--- src/rtl/ctrl_pkg.sv ---
// Shared constants and types for the processor-core instruction sequencer.
// Class encodings, state enum, datapath select codes and error codes.
package ctrl_pkg;

  localparam int CLASS_WIDTH = 5;

  localparam logic [4:0] PULSE_I     = 5'b10010;
  localparam logic [4:0] REG_I_ALU   = 5'b00010;
  localparam logic [4:0] REG_ALU     = 5'b00011;
  localparam logic [4:0] JUMP_I      = 5'b00100;
  localparam logic [4:0] JUMP_COND_I = 5'b00110;
  localparam logic [4:0] JUMP_COND   = 5'b00111;
  localparam logic [4:0] INC_QCLK_I  = 5'b01000;
  localparam logic [4:0] INC_QCLK    = 5'b01001;
  localparam logic [4:0] FPROC       = 5'b01010;
  localparam logic [4:0] SYNC        = 5'b01100;
  localparam logic [4:0] DONE_I      = 5'b01110;

  typedef enum logic [2:0] {
    S_INIT,
    S_ALU_PROC,
    S_JUMP_COND,
    S_INC_QCLK,
    S_FPROC_WAIT,
    S_SYNC_WAIT,
    S_DONE,
    S_ERR
  } state_e;

  localparam logic       ALU0_CMD   = 1'b0;
  localparam logic       ALU0_REG   = 1'b1;
  localparam logic [1:0] ALU1_REG   = 2'd0;
  localparam logic [1:0] ALU1_QCLK  = 2'd1;
  localparam logic [1:0] IP_INC     = 2'd0;
  localparam logic [1:0] IP_CMD     = 2'd1;
  localparam logic [1:0] IP_ALU     = 2'd2;
  localparam logic       WSEL_ALU   = 1'b0;
  localparam logic       WSEL_FPROC = 1'b1;

  localparam logic [1:0] ERR_NONE     = 2'd0;
  localparam logic [1:0] ERR_ILLEGAL  = 2'd1;
  localparam logic [1:0] ERR_FPROC_TO = 2'd2;
  localparam logic [1:0] ERR_SYNC_TO  = 2'd3;

endpackage

--- src/rtl/ctrl_wait_timer.sv ---
// Wait-state cycle counter: clears outside the wait states, counts unanswered
// wait cycles, saturates, and flags the last permitted cycle.
module ctrl_wait_timer #(
  parameter int TIMEOUT_WIDTH = 16,
  parameter int WAIT_TIMEOUT  = 0
) (
  input  logic clk,
  input  logic reset,
  input  logic clear,
  input  logic inc,
  output logic expired
);

  localparam logic [TIMEOUT_WIDTH-1:0] LIMIT =
    (WAIT_TIMEOUT > 0) ? TIMEOUT_WIDTH'(WAIT_TIMEOUT - 1) : '0;

  logic [TIMEOUT_WIDTH-1:0] count_q;
  logic [TIMEOUT_WIDTH-1:0] count_d;

  always_comb begin
    count_d = count_q;
    if (clear) begin
      count_d = '0;
    end else if (inc && (count_q != '1)) begin
      count_d = count_q + 1'b1;
    end
  end

  always_ff @(posedge clk) begin
    if (reset) begin
      count_q <= '0;
    end else begin
      count_q <= count_d;
    end
  end

  // A zero timeout means wait forever.
  assign expired = (WAIT_TIMEOUT > 0) && (count_q == LIMIT);

endmodule

--- src/rtl/proc_ctrl_fsm.sv ---
// Instruction-sequencing controller for one distributed-processor core:
// decodes the opcode class and steps through multi-cycle instruction sequences.
//
// state        | meaning
// INIT         | decode opcode class, issue single-cycle instructions
// ALU_PROC     | write ALU result to register file, advance IP
// JUMP_COND    | load IP from ALU-conditional source
// INC_QCLK     | load ALU result into qclk, advance IP
// FPROC_WAIT   | function-processor request pending
// SYNC_WAIT    | sync barrier request pending
// DONE         | halted after DONE_I (absorbing)
// ERR          | halted on error, err_code holds cause (absorbing)
module proc_ctrl_fsm
  import ctrl_pkg::*;
#(
  parameter int OPCODE_WIDTH  = 8,
  parameter int ALU_OP_WIDTH  = 3,
  parameter int TIMEOUT_WIDTH = 16,
  parameter int WAIT_TIMEOUT  = 0
) (
  input  logic                    clk,
  input  logic                    reset,
  input  logic [OPCODE_WIDTH-1:0] opcode,
  input  logic                    cstrobe_in,
  input  logic                    fproc_enable,
  input  logic                    sync_enable,
  output logic [ALU_OP_WIDTH-1:0] alu_opcode,
  output logic                    alu_in0_sel,
  output logic [1:0]              alu_in1_sel,
  output logic                    reg_write_en,
  output logic                    reg_write_sel,
  output logic                    c_strobe_enable,
  output logic                    instr_ptr_en,
  output logic [1:0]              instr_ptr_load_en,
  output logic                    qclk_load_en,
  output logic                    fproc_out_ready,
  output logic                    sync_out_ready,
  output logic                    done,
  output logic [1:0]              err_code
);

  state_e     state_q, state_d;
  logic [1:0] err_q, err_d;

  logic [CLASS_WIDTH-1:0] op_class;
  logic                   fproc_resp, sync_resp;
  logic                   in_wait, timer_expired;
  logic                   unused_opcode_bits;

  assign op_class           = opcode[OPCODE_WIDTH-1 -: CLASS_WIDTH];
  assign alu_opcode         = opcode[ALU_OP_WIDTH-1:0];
  assign unused_opcode_bits = ^opcode;
  assign err_code           = err_q;

  // A response arriving while reset is asserted must not strobe the datapath.
  assign fproc_resp = fproc_enable && !reset;
  assign sync_resp  = sync_enable && !reset;
  assign in_wait    = (state_q == S_FPROC_WAIT) || (state_q == S_SYNC_WAIT);

  ctrl_wait_timer #(
    .TIMEOUT_WIDTH(TIMEOUT_WIDTH),
    .WAIT_TIMEOUT (WAIT_TIMEOUT)
  ) u_wait_timer (
    .clk    (clk),
    .reset  (reset),
    .clear  (!in_wait),
    .inc    ((state_q == S_FPROC_WAIT && !fproc_resp) ||
             (state_q == S_SYNC_WAIT && !sync_resp)),
    .expired(timer_expired)
  );

  always_comb begin
    state_d           = state_q;
    err_d             = err_q;
    alu_in0_sel       = ALU0_CMD;
    alu_in1_sel       = ALU1_REG;
    reg_write_en      = 1'b0;
    reg_write_sel     = WSEL_ALU;
    c_strobe_enable   = 1'b0;
    instr_ptr_en      = 1'b0;
    instr_ptr_load_en = IP_INC;
    qclk_load_en      = 1'b0;
    fproc_out_ready   = 1'b0;
    sync_out_ready    = 1'b0;
    done              = 1'b0;

    case (state_q)
      S_INIT: begin
        case (op_class)
          PULSE_I: begin
            c_strobe_enable = 1'b1;
            instr_ptr_en    = cstrobe_in;
          end
          REG_I_ALU, REG_ALU: begin
            alu_in0_sel = (op_class == REG_ALU) ? ALU0_REG : ALU0_CMD;
            state_d     = S_ALU_PROC;
          end
          JUMP_I: begin
            instr_ptr_load_en = IP_CMD;
            instr_ptr_en      = 1'b1;
          end
          JUMP_COND_I, JUMP_COND: begin
            alu_in0_sel = (op_class == JUMP_COND) ? ALU0_REG : ALU0_CMD;
            state_d     = S_JUMP_COND;
          end
          INC_QCLK_I, INC_QCLK: begin
            alu_in0_sel = (op_class == INC_QCLK) ? ALU0_REG : ALU0_CMD;
            alu_in1_sel = ALU1_QCLK;
            state_d     = S_INC_QCLK;
          end
          FPROC:   state_d = S_FPROC_WAIT;
          SYNC:    state_d = S_SYNC_WAIT;
          DONE_I:  state_d = S_DONE;
          default: begin
            state_d = S_ERR;
            err_d   = ERR_ILLEGAL;
          end
        endcase
      end
      S_ALU_PROC: begin
        reg_write_en = 1'b1;
        instr_ptr_en = 1'b1;
        state_d      = S_INIT;
      end
      S_JUMP_COND: begin
        instr_ptr_load_en = IP_ALU;
        instr_ptr_en      = 1'b1;
        state_d           = S_INIT;
      end
      S_INC_QCLK: begin
        qclk_load_en = 1'b1;
        instr_ptr_en = 1'b1;
        state_d      = S_INIT;
      end
      S_FPROC_WAIT: begin
        fproc_out_ready = 1'b1;
        if (fproc_resp) begin
          reg_write_en  = 1'b1;
          reg_write_sel = WSEL_FPROC;
          instr_ptr_en  = 1'b1;
          state_d       = S_INIT;
        end else if (timer_expired) begin
          state_d = S_ERR;
          err_d   = ERR_FPROC_TO;
        end
      end
      S_SYNC_WAIT: begin
        sync_out_ready = 1'b1;
        if (sync_resp) begin
          instr_ptr_en = 1'b1;
          state_d      = S_INIT;
        end else if (timer_expired) begin
          state_d = S_ERR;
          err_d   = ERR_SYNC_TO;
        end
      end
      S_DONE:  done = 1'b1;
      S_ERR:   state_d = S_ERR;
      default: state_d = S_INIT;
    endcase
  end

  always_ff @(posedge clk) begin
    if (reset) begin
      state_q <= S_INIT;
      err_q   <= ERR_NONE;
    end else begin
      state_q <= state_d;
      err_q   <= err_d;
    end
  end

endmodule

--- config.mk ---
export PLATFORM = sky130hd
export DESIGN_NAME = proc_ctrl_fsm
export DESIGN_NICKNAME = d
export VERILOG_FILES = /design/src/rtl/ctrl_pkg.sv /design/src/rtl/ctrl_wait_timer.sv /design/src/rtl/proc_ctrl_fsm.sv
export SDC_FILE = /design/constraint.sdc
export NUM_CORES = 1
export LEC_CHECK = 0
export ABC_CLOCK_PERIOD_IN_PS = 2450
export BUFFER_PORTS_ARGS = -buffer_cell sky130_fd_sc_hd__buf_4
export CORE_AREA = 10 10 47 49
export DETAILED_ROUTE_END_ITERATION = 16
export DIE_AREA = 0 0 57 59
export GPL_TIMING_DRIVEN = 0
export PLACE_DENSITY = 0.7
export SLEW_MARGIN = 5
export SYNTH_ARGS = -nofsm -noshare
export SYNTH_HDL_FRONTEND = slang
export SYNTH_SLANG_ARGS = --single-unit
--- constraint.sdc ---
create_clock -name clk -period 2.45 [get_ports clk]
set_clock_uncertainty 0.15 [all_clocks]
set_input_delay 0.245 -clock clk [delete_from_list [all_inputs] [get_ports clk]]
set_output_delay 0.245 -clock clk [all_outputs]
set_load 0.02 [all_outputs]
==> flow_summary.json, run 1 <==
{
  "status": "finished clean",
  "maxCapViolCount": 0,
  "routed_wl_microns": 1470,
  "period_minus_slack_ns": 1.85,
  "cp-start-kind": "flop",
  "vias": 577,
  "drtAntennaViolNets": 0,
  "p_per_area_nw_per_um2": 876,
  "worst-setup-path-type": "reg2out",
  "post-route-period-util": 0.756,
  "netlist_area_sq_um": 490,
  "firstDrtPassIters": 4,
  "post-route-util": 0.506,
  "portBuffers": 23,
  "postLayoutCellArea_sq_um": 709,
  "dieWidth_microns": 57,
  "diodes": 0,
  "grt_pass1_vias": 561,
  "cts_num_sinks": 4,
  "cp_max_fo": 10,
  "setup_violations": 0,
  "start_util": 0.350,
  "avgSynthCellArea_sq_um": 7.01,
  "crit_path_cell_trace": "buf_2, nand3b_1, a211oi_1, a211oi_1, o21ai_1, buf_4",
  "min_path_type": "in2reg",
  "worst-path-buf-inv": 2,
  "finalHoldViolCount": 0,
  "gp_congestion": 0.796,
  "cts_tree": "built",
  "dp_hpwl_microns": 1210,
  "grt_pass1_wl_microns": 2390,
  "numCtsBuffers": 3,
  "die_h_microns": 59,
  "core_area_sq_um": 1400,
  "post_drt_wl_per_cell_microns": 13.0,
  "cp_slowest_cell": "dfxtp_1",
  "tns_ns": 0,
  "cpMostUsedCell": "a211oi_1",
  "cts-hold-fix-buffers": 0,
  "fp-row-count": 14,
  "synth_warnings": 0,
  "cts-htree-levels": 1,
  "ys_types": 33,
  "crit_family": "buffers and inverters",
  "drtIter0Drc": 11,
  "grt_max_degree": 11,
  "rsz0062_at_grt": "false",
  "post_route_cells_drive_above_1_share": 0.423,
  "post-route-drc-count": 0,
  "die_area_sq_um": 3360,
  "ys_ff_latch": 4,
  "grt_use_total": 0.0852,
  "cts_setup_buffers": 0,
  "maxSlewViolCount": 0,
  "clk_latency_ns": 0.23,
  "area_delta_synth_final_pct": 44.6,
  "num_io_pins": 31,
  "cts_resized": 0,
  "synth-seq-area-share": 0.163,
  "viasPerCell": 5.11,
  "place_area_sq_um": 687,
  "path_clk_slew_ns": 0.04,
  "p_leak_nw": 0.346,
  "post_synth_main_area_contributors": "dfxtp_1, buf_4, nor2_1",
  "crit_arrival_ns": 1.46,
  "clockBufferDepth": 2,
  "synth_area_leader_cell": "dfxtp_1",
  "total_power_w": 0.000621,
  "cpPeakStageDelay_ns": 0.36,
  "required_ns": 2.06,
  "antenna_found_initial": 0,
  "synth.top_cell.area_share": 0.163,
  "fmax_ghz": 0.540,
  "cp-end-kind": "primary output",
  "overflow": 0,
  "vdd_drop_max_v": 0.000448,
  "synthCells": 70,
  "nets": 112,
  "root_buffer": "clkbuf_4"
}
-- worst paths after layout --
| kind | endpoint | slack (ns) | startpoint | depth (start not counted) |
|---|---|---|---|---|
| max | instr_ptr_en | 0.60 | state_q[2] | 6 |
| min | err_code[0] | 0.08 | reset | 2 |
| max reg2reg | state_q[0] | 1.05 | state_q[0] | 5 |
| min reg2reg | err_code[0] | 0.31 | err_code[0] | 2 |
-- placed cells by master, fill, tap and decap left out --
cell type / count
buf_4: 29
nor2_1: 8
nand2_1: 5
a21oi_1: 5
buf_2: 4
dfxtp_1: 4
inv_1: 3
nor3_1: 3
nor3b_1: 3
clkbuf_4: 3
nand2b_1: 2
nor2b_2: 2
a211oi_1: 2
nor2b_1: 2
o21ai_0: 2
conb_1: 2
nor3_4: 1
and4_1: 1
and4_2: 1
nand3b_1: 1
o21ai_1: 1
a21o_1: 1
and4b_2: 1
a211o_1: 1
o211ai_1: 1
o31ai_1: 1
a22o_1: 1
a31o_1: 1
o21bai_1: 1
a31oi_1: 1
a32oi_1: 1
and3_1: 1
o221ai_1: 1
o22ai_1: 1
-- synth_stat cells --
cell type,count
nor2_1,8
buf_4,6
a21oi_1,5
nand2_1,5
buf_2,4
dfxtp_1,4
inv_1,3
nor3_1,3
nor3b_1,3
a211oi_1,2
nand2b_1,2
nor2b_1,2
nor2b_2,2
o21ai_0,2
a211o_1,1
a21o_1,1
a22o_1,1
a31o_1,1
a31oi_1,1
a32oi_1,1
and3_1,1
and4_1,1
and4_2,1
and4b_2,1
conb_1,1
nand3b_1,1
nor3_4,1
o211ai_1,1
o21ai_1,1
o21bai_1,1
o221ai_1,1
o22ai_1,1
o31ai_1,1
-- stage by stage --
step / cells / hold WS (ns) / worst slack [ns]
after global routing: 113 / 0.0788 / 0.505
after floorplan: 71 / 0.167 / 0.619
after global placement: 110 / 0.307 / 0.814
after detailed placement: 110 / 0.310 / 0.801
final: 113 / 0.0752 / 0.598
after CTS: 113 / 0.0681 / 0.578
-- cells by family (layout without fill, tap and decap cells) --
kind of cell | count (synthesis) | in the layout | synth area share
AND/OR/NAND/NOR | 31 | 31 | 0.385
AO/OA/AOI/OAI | 21 | 21 | 0.288
buffers and inverters | 13 | 39 | 0.156
flip-flops | 4 | 4 | 0.163
other | 1 | 2 | 0.00765
-- registers in the layout, indices dropped and copies added, names as in the netlist --
register,count
state_q,3
err_code,1
-- report_power, final --
part	switching, W	internal [W]	total [W]
clock	0.0000275	0.0000548	0.0000823
sequential	0.0000213	0.0000922	0.000113
combinational	0.000243	0.000183	0.000426
total	0.000291	0.000330	0.000621
-- cell type report --
cell class	count	area, sq um
tap	16	20.0
buffer	10	65.1
fill	156	692
sequential	4	80.1
timing repair buffer	23	173
inverter	3	11.3
clock buffer	3	22.5
multi-input combinational	54	338
-- routing by layer --
layer  vias up  global-route usage  wire, microns
li1        302                   -              -
met1       261              0.0927            610
met2        12               0.136            754
met3         2              0.0343             96
met4         0              0.0503              8
met5         -                   0              0
Note: power is estimated with default switching activity, not from simulation.
==> run 2, diff against run 1 <==
ABC_CLOCK_PERIOD_IN_PS = 1800   (was 2450)
clock period = 1.8 ns   (was 2.45 ns; I/O delays follow)
==> flow_summary.json, run 2 (same netlist as run 1, synthesis figures left out) <==
{
  "rsz0062_at_grt": "false",
  "p_per_area_nw_per_um2": 1230,
  "post-route-drc-count": 0,
  "area_delta_synth_final_pct": 50.5,
  "post-route-period-util": 0.950,
  "whs_path_depth": 2,
  "firstDrtPassIters": 4,
  "maxSlewViolCount": 0,
  "worst-setup-path-type": "reg2out",
  "num_io_pins": 31,
  "final_cell_mix": "buf_4, nor2_1, nand2_1, a21oi_1",
  "grt_pass1_wl_microns": 2430,
  "min_path_type": "in2reg",
  "cp-end-kind": "primary output",
  "dp_hpwl_microns": 1210,
  "cp-start-kind": "flop",
  "routed_wl_microns": 1520,
  "r2r-end": "state_q[0]",
  "p_leak_nw": 0.355,
  "largest_reg_flops": 3,
  "portBuffers": 23,
  "grt_use_total": 0.0865,
  "start_util": 0.350,
  "maxCapViolCount": 0,
  "fillCellCount": 156,
  "crit_arrival_ns": 1.38,
  "finalHoldViolCount": 0,
  "gp_congestion": 0.796,
  "nets": 113,
  "fmax_ghz": 0.585,
  "fp-row-count": 14,
  "cp_slowest_cell": "dfxtp_1",
  "path_clk_slew_ns": 0.04,
  "required_ns": 1.47,
  "grt_max_degree": 11,
  "multi_input_area_sq_um": 348,
  "tns_ns": 0,
  "post-route-util": 0.527,
  "clk_latency_ns": 0.24,
  "drtAntennaViolNets": 0,
  "ff_latch_area_sq_um": 81.3,
  "core_area_sq_um": 1400,
  "drtIter0Drc": 13,
  "period_minus_slack_ns": 1.71,
  "crit_path_cell_trace": "buf_2, nand2b_1, nor3_2, a21o_1, buf_4",
  "vdd_drop_max_v": 0.000607,
  "viasPerCell": 5.31,
  "post_drt_wl_per_cell_microns": 13.4,
  "crit_family": "simple AND/OR/NAND/NOR gates",
  "hold_end": "err_code[0]",
  "final_cell_count_no_fill": 114,
  "r2r_slack_ns": 0.43,
  "cts_num_sinks": 4,
  "numCtsBuffers": 3,
  "grt_pass1_vias": 565,
  "min_from": "reset",
  "setup_violations": 0,
  "clockBufferDepth": 2,
  "status": "finished clean",
  "cpPeakStageDelay_ns": 0.32,
  "post_route_cells_drive_above_1_share": 0.459,
  "r2r_start": "state_q[0]",
  "diodes": 0,
  "layout_commonest_cell": "buf_4",
  "worst-path-buf-inv": 2,
  "die_h_microns": 59,
  "root_buffer": "clkbuf_4",
  "r2r_cells": 5,
  "cts_tree": "built",
  "die_area_sq_um": 3360,
  "dieWidth_microns": 57,
  "dp_cells": 110,
  "antenna_found_initial": 0,
  "holdWs_ns": 0.0154,
  "largest-register": "state_q",
  "overflow": 0,
  "cts-htree-levels": 1,
  "vias": 605,
  "cp_max_fo": 10
}
-- run 2: worst reg2reg max path: cells and delay by family, from the launching register on --
kind | cells | cell delay (ns)
flops | 1 | 0.33
buf+inv | 1 | 0.13
simple gates | 1 | 0.17
compound gates | 3 | 0.47
-- run 2: worst max path at each step --
stage                     from           end  slack (ns)  cells past startpoint
floorplan           state_q[1]  reg_write_en        0.03                      4
global placement    state_q[2]  instr_ptr_en        0.25                      6
detailed placement  state_q[2]  instr_ptr_en        0.26                      6
CTS                 state_q[0]  instr_ptr_en        0.03                      6
global route        state_q[2]  instr_ptr_en       0.007                      6
finish              state_q[1]  reg_write_en        0.09                      5
-- run 2: layout make-up --
| type | count | area share |
|---|---|---|
| buffer | 10 | 0.102 |
| clock buffer | 3 | 0.0305 |
| inverter | 3 | 0.0153 |
| multi-input combinational | 54 | 0.471 |
| sequential | 4 | 0.110 |
| tap | 16 | 0.0271 |
| timing repair buffer | 24 | 0.244 |
-- run 2: routing by layer --
layer  part of all wire  GRT usage  wire (microns)
met1               0.41     0.0963             624
met2               0.51      0.136             777
met3              0.072     0.0343             109
met4             0.0079     0.0503              12
met5                  0          0               0
-- run 2: what timing repair did --
action / 4_1_cts / 5_1_grt
setup endpoints to repair: 1 / 2
pin swaps: 1 / 0
hold buffers: 0 / 0
hold endpoints to repair: 0 / 0
gates resized for setup: 1 / 5
setup buffers: 1 / 0
-- run 2: where the power goes --
part           leakage [nW]  switching (W)  total, W  internal, W
registers            0.0336      0.0000340  0.000162     0.000128
logic                 0.308       0.000344  0.000631     0.000287
clock network        0.0138      0.0000391  0.000114    0.0000747
total                 0.355       0.000418  0.000907     0.000489
-- run 2: per-stage QoR --
step | area [sq um] | setup WS, ns | power (W)
4_1_cts | 719 | 0.0316 | 0.000891
3_5_place_dp | 687 | 0.257 | 0.000739
3_3_place_gp | 687 | 0.252 | 0.000739
5_1_grt | 738 | 0.00748 | 0.000977
6_report | 738 | 0.0905 | 0.000907
2_1_floorplan | 494 | 0.0341 | 0.000549
